File: src/rtl/button_input_debouncer.sv
// Conditions asynchronous board inputs into clean, clock-synchronous levels.
// Each channel has a synchronizer, a stability counter, a debounced level and press/release pulses.
module button_input_debouncer #(
  parameter int WIDTH           = 4,
  parameter int DEBOUNCE_CYCLES = 100000,
  parameter int CNT_W           = 17
) (
  input  logic             clk,
  input  logic             reset,
  input  logic [WIDTH-1:0] raw_in,
  output logic [WIDTH-1:0] level_out,
  output logic [WIDTH-1:0] press_pulse,
  output logic [WIDTH-1:0] release_pulse,
  output logic             any_event
);

  typedef enum logic {
    ST_STABLE  = 1'b0,
    ST_PENDING = 1'b1
  } state_t;

  localparam logic [CNT_W-1:0] CNT_MAX = CNT_W'(DEBOUNCE_CYCLES - 1);
  localparam logic [CNT_W-1:0] CNT_ONE = CNT_W'(1);

  logic [WIDTH-1:0] sync1_r;
  logic [WIDTH-1:0] sync2_r;
  logic [CNT_W-1:0] cnt_r [WIDTH];
  state_t           state_s [WIDTH];

  // Two-flop synchronizer, no logic between the stages
  always_ff @(posedge clk or posedge reset) begin
    if (reset) begin
      sync1_r <= {WIDTH{1'b0}};
      sync2_r <= {WIDTH{1'b0}};
    end else begin
      sync1_r <= raw_in;
      sync2_r <= sync1_r;
    end
  end

  // Channel is pending whenever the synchronized input disagrees with the accepted level
  always_comb begin
    for (int i = 0; i < WIDTH; i++) begin
      state_s[i] = ST_STABLE;
      if (sync2_r[i] != level_out[i]) begin
        state_s[i] = ST_PENDING;
      end else begin
        state_s[i] = ST_STABLE;
      end
    end
  end

  // Per-channel stability counter, level acceptance and one-cycle pulses
  always_ff @(posedge clk or posedge reset) begin
    if (reset) begin
      level_out     <= {WIDTH{1'b0}};
      press_pulse   <= {WIDTH{1'b0}};
      release_pulse <= {WIDTH{1'b0}};
      for (int i = 0; i < WIDTH; i++) begin
        cnt_r[i] <= {CNT_W{1'b0}};
      end
    end else begin
      for (int i = 0; i < WIDTH; i++) begin
        press_pulse[i]   <= 1'b0;
        release_pulse[i] <= 1'b0;
        case (state_s[i])
          ST_STABLE: begin
            cnt_r[i] <= {CNT_W{1'b0}};
          end
          ST_PENDING: begin
            // A bounce back before acceptance lands in ST_STABLE, so partial counts never survive
            if (cnt_r[i] == CNT_MAX) begin
              level_out[i]     <= sync2_r[i];
              press_pulse[i]   <= sync2_r[i];
              release_pulse[i] <= ~sync2_r[i];
              cnt_r[i]         <= {CNT_W{1'b0}};
            end else begin
              cnt_r[i] <= cnt_r[i] + CNT_ONE;
            end
          end
          default: begin
            cnt_r[i] <= {CNT_W{1'b0}};
          end
        endcase
      end
    end
  end

  assign any_event = (|press_pulse) | (|release_pulse);

endmodule
File: config.mk
export PLATFORM = sky130hd
export DESIGN_NAME = button_input_debouncer
export DESIGN_NICKNAME = d
export VERILOG_FILES = /design/src/rtl/button_input_debouncer.sv
export SDC_FILE = /design/constraint.sdc
export NUM_CORES = 1
export LEC_CHECK = 0
export CORE_ASPECT_RATIO = 1.75
export CORE_MARGIN = 2
export CORE_UTILIZATION = 46
export DETAILED_ROUTE_END_ITERATION = 6
export GPL_TIMING_DRIVEN = 1
export HOLD_SLACK_MARGIN = 0.08
export SYNTH_ARGS = -nofsm -noshare
export SYNTH_HDL_FRONTEND = slang
export SYNTH_SLANG_ARGS = --single-unit
File: constraint.sdc
create_clock -name clk -period 6.45 [get_ports clk]
set_input_delay 1.29 -clock clk [delete_from_list [all_inputs] [get_ports clk]]
set_output_delay 1.29 -clock clk [all_outputs]
set_load 0.02 [all_outputs]
* Word level (Yosys, flattened, before mapping)
Cells that the tools add are included.
Word-level totals: ROM bits 0, output and inout port bits 13, register bits 88, input bits 6, bits in writable memories 0, logic and storage cells 67, memories 0, latch bits 0
Cells by class: reductions and logical operators 6, multipliers 0, equality and inequality tests 8, div/mod/pow operators 0, order comparisons 0, shift-type cells 0, add/subtract/negate cells 4, bitwise operators 9, muxes and demuxes 28
Operators with widths (number):
- 17-bit one-hot mux with 2 select lines | 4
- 17-bit by 1-bit adder with 17-bit output (second input constant) | 4
- 17-bit == test (second input constant) | 4
- 17-bit two-way mux | 4
- 1-bit two-way mux | 20
- 1-bit inverter | 8
- 2-bit AND reduction | 4
- 4-bit OR reduction | 2
- 1-bit inequality test | 4
- 1-bit OR | 1

* Longest topological paths before layout
Gate-level depths: netlist (run 1).
word-level depth 4, gate-level depth with buffers 7, mapped depth without buffers 5

* Worst setup path after synthesis (run 1)
OpenSTA, ideal clock, no wires.
path kind reg-to-output, start point reg press_pulse[1], end point out any_event, cell stages (with the launch flop) 3, arrival time 0.889 ns, setup slack 4.271 ns, cells stage by stage dfrtp_1 -> nor4_1 -> nand2_1
On the way: word-level cells in the longest chain between the ends 2
RTL lines:
- from (decl) | RTL line 12 | output logic [WIDTH-1:0] press_pulse,
- from (signal assigned) | RTL line 57 | press_pulse <= {WIDTH{1'b0}};
- from (signal, indexed assignment) | RTL line 74 | press_pulse[i] <= sync2_r[i];
- 4-bit OR reduction | RTL line 89 | assign any_event = (|press_pulse) | (|release_pulse);
- 1-bit OR | RTL line 89
- to (decl) | RTL line 14 | output logic any_event
Every way passes these cells.

* Final worst setup path (run 1)
start point reg release_pulse[1], end point out any_event
On the way: word-level cells in the longest chain between the ends 2
RTL lines:
- from (decl) | RTL line 13 | output logic [WIDTH-1:0] release_pulse,
- from (signal assigned) | RTL line 58 | release_pulse <= {WIDTH{1'b0}};
- from (signal, indexed assignment) | RTL line 75 | release_pulse[i] <= ~sync2_r[i];
- 4-bit OR reduction | RTL line 89
- 1-bit OR | RTL line 89
Every way passes these cells.

==> impl_metrics.env, run 1 <==
export IMPL_critPathBufInv=1
export IMPL_path_clk_slew_ns=0.06
export IMPL_slew_limit_headroom_pct=41.9
export IMPL_grt_pass1_wl_um=12900
export IMPL_required_ns=5.16
export IMPL_synth_adder_area_share_pct=1.26
export IMPL_seq_area_um2=2200
export IMPL_io_pins=19
export IMPL_synthDistinctLibCells=26
export IMPL_timing_fmax_mhz=342
export IMPL_io_buffers=18
export IMPL_fp_dieH_um=127
export IMPL_synth_seq_cells=88
export IMPL_cts_root_buf="clkbuf_16"
export IMPL_maxCapViolCount=0
export IMPL_slowest_stage="clkdlybuf4s50_1"
export IMPL_met1_usage_pct=23.2
export IMPL_fin_nets=412
export IMPL_synth_avg_cell_area_um2=10.6
export IMPL_layout_common_cells="88 x dfrtp_1, 67 x nor2_1, 40 x xnor2_1, 24 x nand4_1, 24 x nand2_1"
export IMPL_cellLeakagePower_nw=1.85
export IMPL_min_delay_path_class="flop to flop"
export IMPL_drt_first_pass_iters=5
export IMPL_start_util_pct=47.6
export IMPL_crit_arrival_ns=1.63
export IMPL_hold_buffers=0
export IMPL_use_met2_pct=28.3
export IMPL_vias=2803
export IMPL_crit_family="buffers and inverters"
export IMPL_finalSetupViolations=0
export IMPL_fillers=765
export IMPL_routedWlPerCell_um=14.0
export IMPL_postCtsResizedCells=0
export IMPL_path_max_fanout=2
export IMPL_drive_gt1_share_pct=5.90
export IMPL_viasPerCell=5.37
export IMPL_drc=0
export IMPL_layout_commonest_cell="dfrtp_1"
export IMPL_cp_start_kind="flop"
export IMPL_multiInputGateArea_um2=1730
export IMPL_grt_busiest_layer="met2"
export IMPL_status="finished clean"
export IMPL_syn_area_um2=3980
export IMPL_synthCells=377
export IMPL_numCtsBuffers=9
export IMPL_htreeDepth=3
export IMPL_dp_hpwl_um=4930
export IMPL_syn2layout_area_growth_pct=15.1
export IMPL_clockBufferDepth=2
export IMPL_grt_pass1_vias=2811
export IMPL_drv_slew=0
export IMPL_drtIter0Drc=173
export IMPL_hold_viol_final=0
export IMPL_final_min_clock_period_ns=2.92
export IMPL_fin_crit_sh_pct=45.3
export IMPL_path_class="flop to output pin"
export IMPL_synth_top_area_share_pct=55.3
export IMPL_end_kind="output pin"
export IMPL_synth_area_leaders="dfrtp_1 55%, xnor2_1 8.8%, nor2_1 6.3%"
export IMPL_final_core_util_pct=54.8
export IMPL_synth_mux_area_fraction_pct=1.13
export IMPL_fin_ws_ns=3.53
export IMPL_use_met3_pct=3.79
export IMPL_finalClockSkew_ns=0.00618
export IMPL_synth_top_family_by_area="simple AND/OR/NAND/NOR gates"
export IMPL_synth_warnings=0
export IMPL_track_usage_pct=17.9
export IMPL_synth_top_cell_by_area="dfrtp_1"
export IMPL_cts_sinks=88
export IMPL_n_antenna_cell=0
export IMPL_seq_area_frac_synth_pct=55.3
export IMPL_finalWeightedCongestion=0.797
export IMPL_synth_simple_gate_area_share_pct=26.8
export IMPL_crit_chain="nor4_1, nand2_1, clkdlybuf4s50_1"
export IMPL_fp_dieArea_um2=9450
export IMPL_post_cts_setup_buffers=0
export IMPL_antenna_found_initial=0
export IMPL_core_um2=8370
export IMPL_ant_nets=0
export IMPL_cts_tree="done"
export IMPL_die_width_um=74.3
export IMPL_ir_drop_v=0.000146
export IMPL_worst_pin_slew_ns=0.871
export IMPL_place_ws_ns=3.61
export IMPL_grt_overflow=0
export IMPL_p_total_mw=1.12
export IMPL_syn_nets=387
export IMPL_rows=44
export IMPL_whs_ns=0.352
export IMPL_insertion_delay_ns=0.34
export IMPL_finalSetupTns_ns=0
export IMPL_yosys_area_share_xor_xnor_pct=13.6
export IMPL_slowest_delay_ns=0.55
export IMPL_synth_compound_area_share_pct=0.566
export IMPL_wirelength_um=7310
export IMPL_grt_max_degree=72
export IMPL_powerDensity_nw_per_um2=245
export IMPL_rsz0062_at_grt="no"
[worst paths after layout]
kind | start | end | slack, ns | depth (start not counted)
max in group asynchronous | reset | sync2_r[1] | 4.09 | 3
max | release_pulse[1] | any_event | 3.53 | 3
min in group asynchronous | reset | cnt_r[63] | 1.21 | 2
max reg2reg | cnt_r[17] | cnt_r[30] | 4.45 | 5
min reg2reg | sync1_r[3] | sync2_r[3] | 0.35 | 0
min | sync1_r[3] | sync2_r[3] | 0.35 | 0
[kinds of logic after synthesis]
family,count (synthesis)
AND/OR/NAND/NOR,203
flip-flops,88
XOR/XNOR,62
buffers and inverters,12
AO/OA/AOI/OAI,4
multiplexers,4
adder cells (fa/ha/maj),4
[registers in the layout (all words and copies together), names as in the netlist]
name and flops:
sync1_r 4, release_pulse 4, level_out 4, cnt_r 68, press_pulse 4, sync2_r 4
[cell usage after synthesis]
cell type / count
dfrtp_1: 88
nor2_1: 67
xnor2_1: 40
nand2_1: 24
nand4_1: 24
xor2_1: 22
nand3_1: 20
nor4_1: 20
nor3_1: 14
nor3b_1: 8
inv_1: 7
and4_1: 6
nor4bb_1: 6
and3_1: 5
buf_2: 5
ha_1: 4
mux2_2: 4
nor4b_1: 4
a21oi_1: 2
and4_2: 1
nand4_2: 1
o21ai_0: 1
o31ai_1: 1
or2_0: 1
or3_1: 1
or4_1: 1
[worst register-to-register path, cell delays in order (launching register included)]
cell     delay, ns
dfrtp_1       0.39
ha_1          0.22
and4_1        0.39
nand4_1       0.27
nand2_1       0.49
nor2_1        0.11
[power breakdown]
part / internal, mW / switching (mW) / total [mW]
Combinational: 0.00992 / 0.0225 / 0.0325
Sequential: 0.560 / 0.00921 / 0.570
Clock: 0.301 / 0.220 / 0.521
Total: 0.871 / 0.252 / 1.12
[through the flow]
step                instance area, µm²  cells
floorplan                         3980    377
global route                      4590    522
global placement                  4290    506
detailed placement                4290    506
CTS                               4590    522
finish                            4590    522
[final cells by class]
| cell class | count | share of cell area, % |
|---|---|---|
| clock inverters | 7 | 1.53 |
| flip-flops and latches | 88 | 48.0 |
| inverters | 7 | 0.600 |
| well taps | 115 | 3.14 |
| repair buffers | 19 | 4.09 |
| multi-input cells | 277 | 37.7 |
| clock buffers | 9 | 4.91 |
[metal layers]
layer	wire (µm)	vias to the layer above	part of all wire, %
met2	3670	37	50
met4	178	0	2.4
met1	3260	1375	45
li1	-	1376	-
met3	199	15	2.7
met5	0	-	0
No activity file was read; power rests on OpenSTA's default activity.
==> run 2: changes to the inputs <==
clock period = 3 ns   (was 6.45 ns; I/O delays follow)
==> impl_metrics.env, run 2 (synthesis gave the netlist of run 1 again) <==
export IMPL_final_min_clock_period_ns=2.20
export IMPL_drtIter0Drc=132
export IMPL_numCtsBuffers=9
export IMPL_drive_gt1_share_pct=5.15
export IMPL_hold_viol_final=0
export IMPL_fillers=776
export IMPL_drv_slew=0
export IMPL_hold_buffers=0
export IMPL_ant_nets=0
export IMPL_grt_max_degree=46
export IMPL_place_area_um2=4310
export IMPL_min_from="sync1_r[2]"
export IMPL_required_ns=2.40
export IMPL_crit_arrival_ns=1.60
export IMPL_syn2layout_area_growth_pct=15.3
export IMPL_io_pins=19
export IMPL_maxCapViolCount=0
export IMPL_timing_rr_start="cnt_r[17]"
export IMPL_viasPerCell=5.38
export IMPL_io_buffers=18
export IMPL_worst_pin_slew_ns=0.541
export IMPL_powerDensity_nw_per_um2=516
export IMPL_start_util_pct=47.6
export IMPL_finalSetupViolations=0
export IMPL_fp_dieArea_um2=9450
export IMPL_slowest_delay_ns=0.54
export IMPL_cts_sinks=88
export IMPL_finalWeightedCongestion=0.820
export IMPL_rsz0062_at_grt="no"
export IMPL_insertion_delay_ns=0.33
export IMPL_rows=44
export IMPL_wirelength_um=7330
export IMPL_path_max_fanout=2
export IMPL_min_delay_path_class="flop to flop"
export IMPL_crit_chain="nor4_1, nand2_1, clkdlybuf4s50_1"
export IMPL_status="finished clean"
export IMPL_core_um2=8370
export IMPL_cellLeakagePower_nw=1.85
export IMPL_grt_overflow=0
export IMPL_path_clk_slew_ns=0.06
export IMPL_ir_drop_v=0.000293
export IMPL_hold_depth=0
export IMPL_layout_commonest_cell="dfrtp_1"
export IMPL_track_usage_pct=17.6
export IMPL_finalClockSkew_ns=0.00605
export IMPL_place_ws_ns=0.998
export IMPL_final_core_util_pct=54.9
export IMPL_end_kind="output pin"
export IMPL_largest_reg_flops=68
export IMPL_die_width_um=74.3
export IMPL_postCtsResizedCells=0
export IMPL_htreeDepth=3
export IMPL_layout_common_cells="88 x dfrtp_1, 67 x nor2_1, 40 x xnor2_1, 24 x nand4_1, 24 x nand2_1"
export IMPL_fin_crit_sh_pct=73.3
export IMPL_drc=0
export IMPL_postLayoutCellArea_um2=4590
export IMPL_grt_pass1_vias=2761
export IMPL_fin_nets=413
export IMPL_vias=2812
export IMPL_p_total_mw=2.37
export IMPL_cp_start_kind="flop"
export IMPL_cts_tree="done"
export IMPL_reg2reg_depth=5
export IMPL_fin_ws_ns=0.802
export IMPL_cts_root_buf="clkbuf_16"
export IMPL_largest_register="cnt_r"
export IMPL_n_antenna_cell=0
export IMPL_fp_dieH_um=127
export IMPL_slew_limit_headroom_pct=63.9
export IMPL_antenna_found_initial=0
export IMPL_routedWlPerCell_um=14.0
export IMPL_timing_fmax_mhz=455
export IMPL_clockBufferDepth=2
export IMPL_worstSetupStartpoint="release_pulse[1]"
export IMPL_slowest_stage="clkdlybuf4s50_1"
export IMPL_dp_hpwl_um=5040
export IMPL_drt_first_pass_iters=4
export IMPL_grt_pass1_wl_um=12900
export IMPL_post_cts_setup_buffers=0
export IMPL_path_class="flop to output pin"
export IMPL_finalSetupTns_ns=0
-- run 2: cell types whose count changed in the layout (fill, tap and decap cells not counted), sizes merged --
cell / delta
buf: +1
inv: -2
clkinv: -2
clkbuf: +4
-- run 2: worst paths after layout --
check | endpoint | slack, ns
max | any_event | 0.80
min | sync2_r[2] | 0.35
max reg2reg | cnt_r[19] | 1.04
min reg2reg | sync2_r[2] | 0.35
max in group asynchronous | cnt_r[30] | 1.77
min in group asynchronous | cnt_r[62] | 0.62
-- run 2: power by group --
part           switching (mW)  internal, mW  leakage [nW]
logic                  0.0489        0.0239         0.510
registers              0.0201          1.21          1.20
clock network           0.428         0.645         0.134
-- run 2: routing by layer --
metal	part of all wire, %	GRT usage (%)
met1	44	22.8
met2	52	28.3
met3	2.6	3.23
met4	1.7	7.88
met5	0	0
-- run 2: critical path: cells and delay by family (launching register included) --
| family | cells | cell delay, ns |
|---|---|---|
| buffers and inverters | 1 | 0.54 |
| flip-flops | 1 | 0.37 |
| AND/OR/NAND/NOR | 2 | 0.36 |
-- run 2: cell type report --
cell class	instances	area, µm²	area share (%)
inverter	7	27.5	0.599
clock inverter	3	42.5	0.926
sequential	88	2200	47.9
tap	115	144	3.13
clock buffer	13	240	5.23
multi-input combinational	277	1730	37.6
timing repair buffer	20	208	4.52
-- run 2: metrics by stage --
stage,hold slack (ns),cells
3_5_place_dp,0.345,507
4_1_cts,0.358,523
3_3_place_gp,0.333,507
2_1_floorplan,0.331,377
6_report,0.354,523
5_1_grt,0.366,523
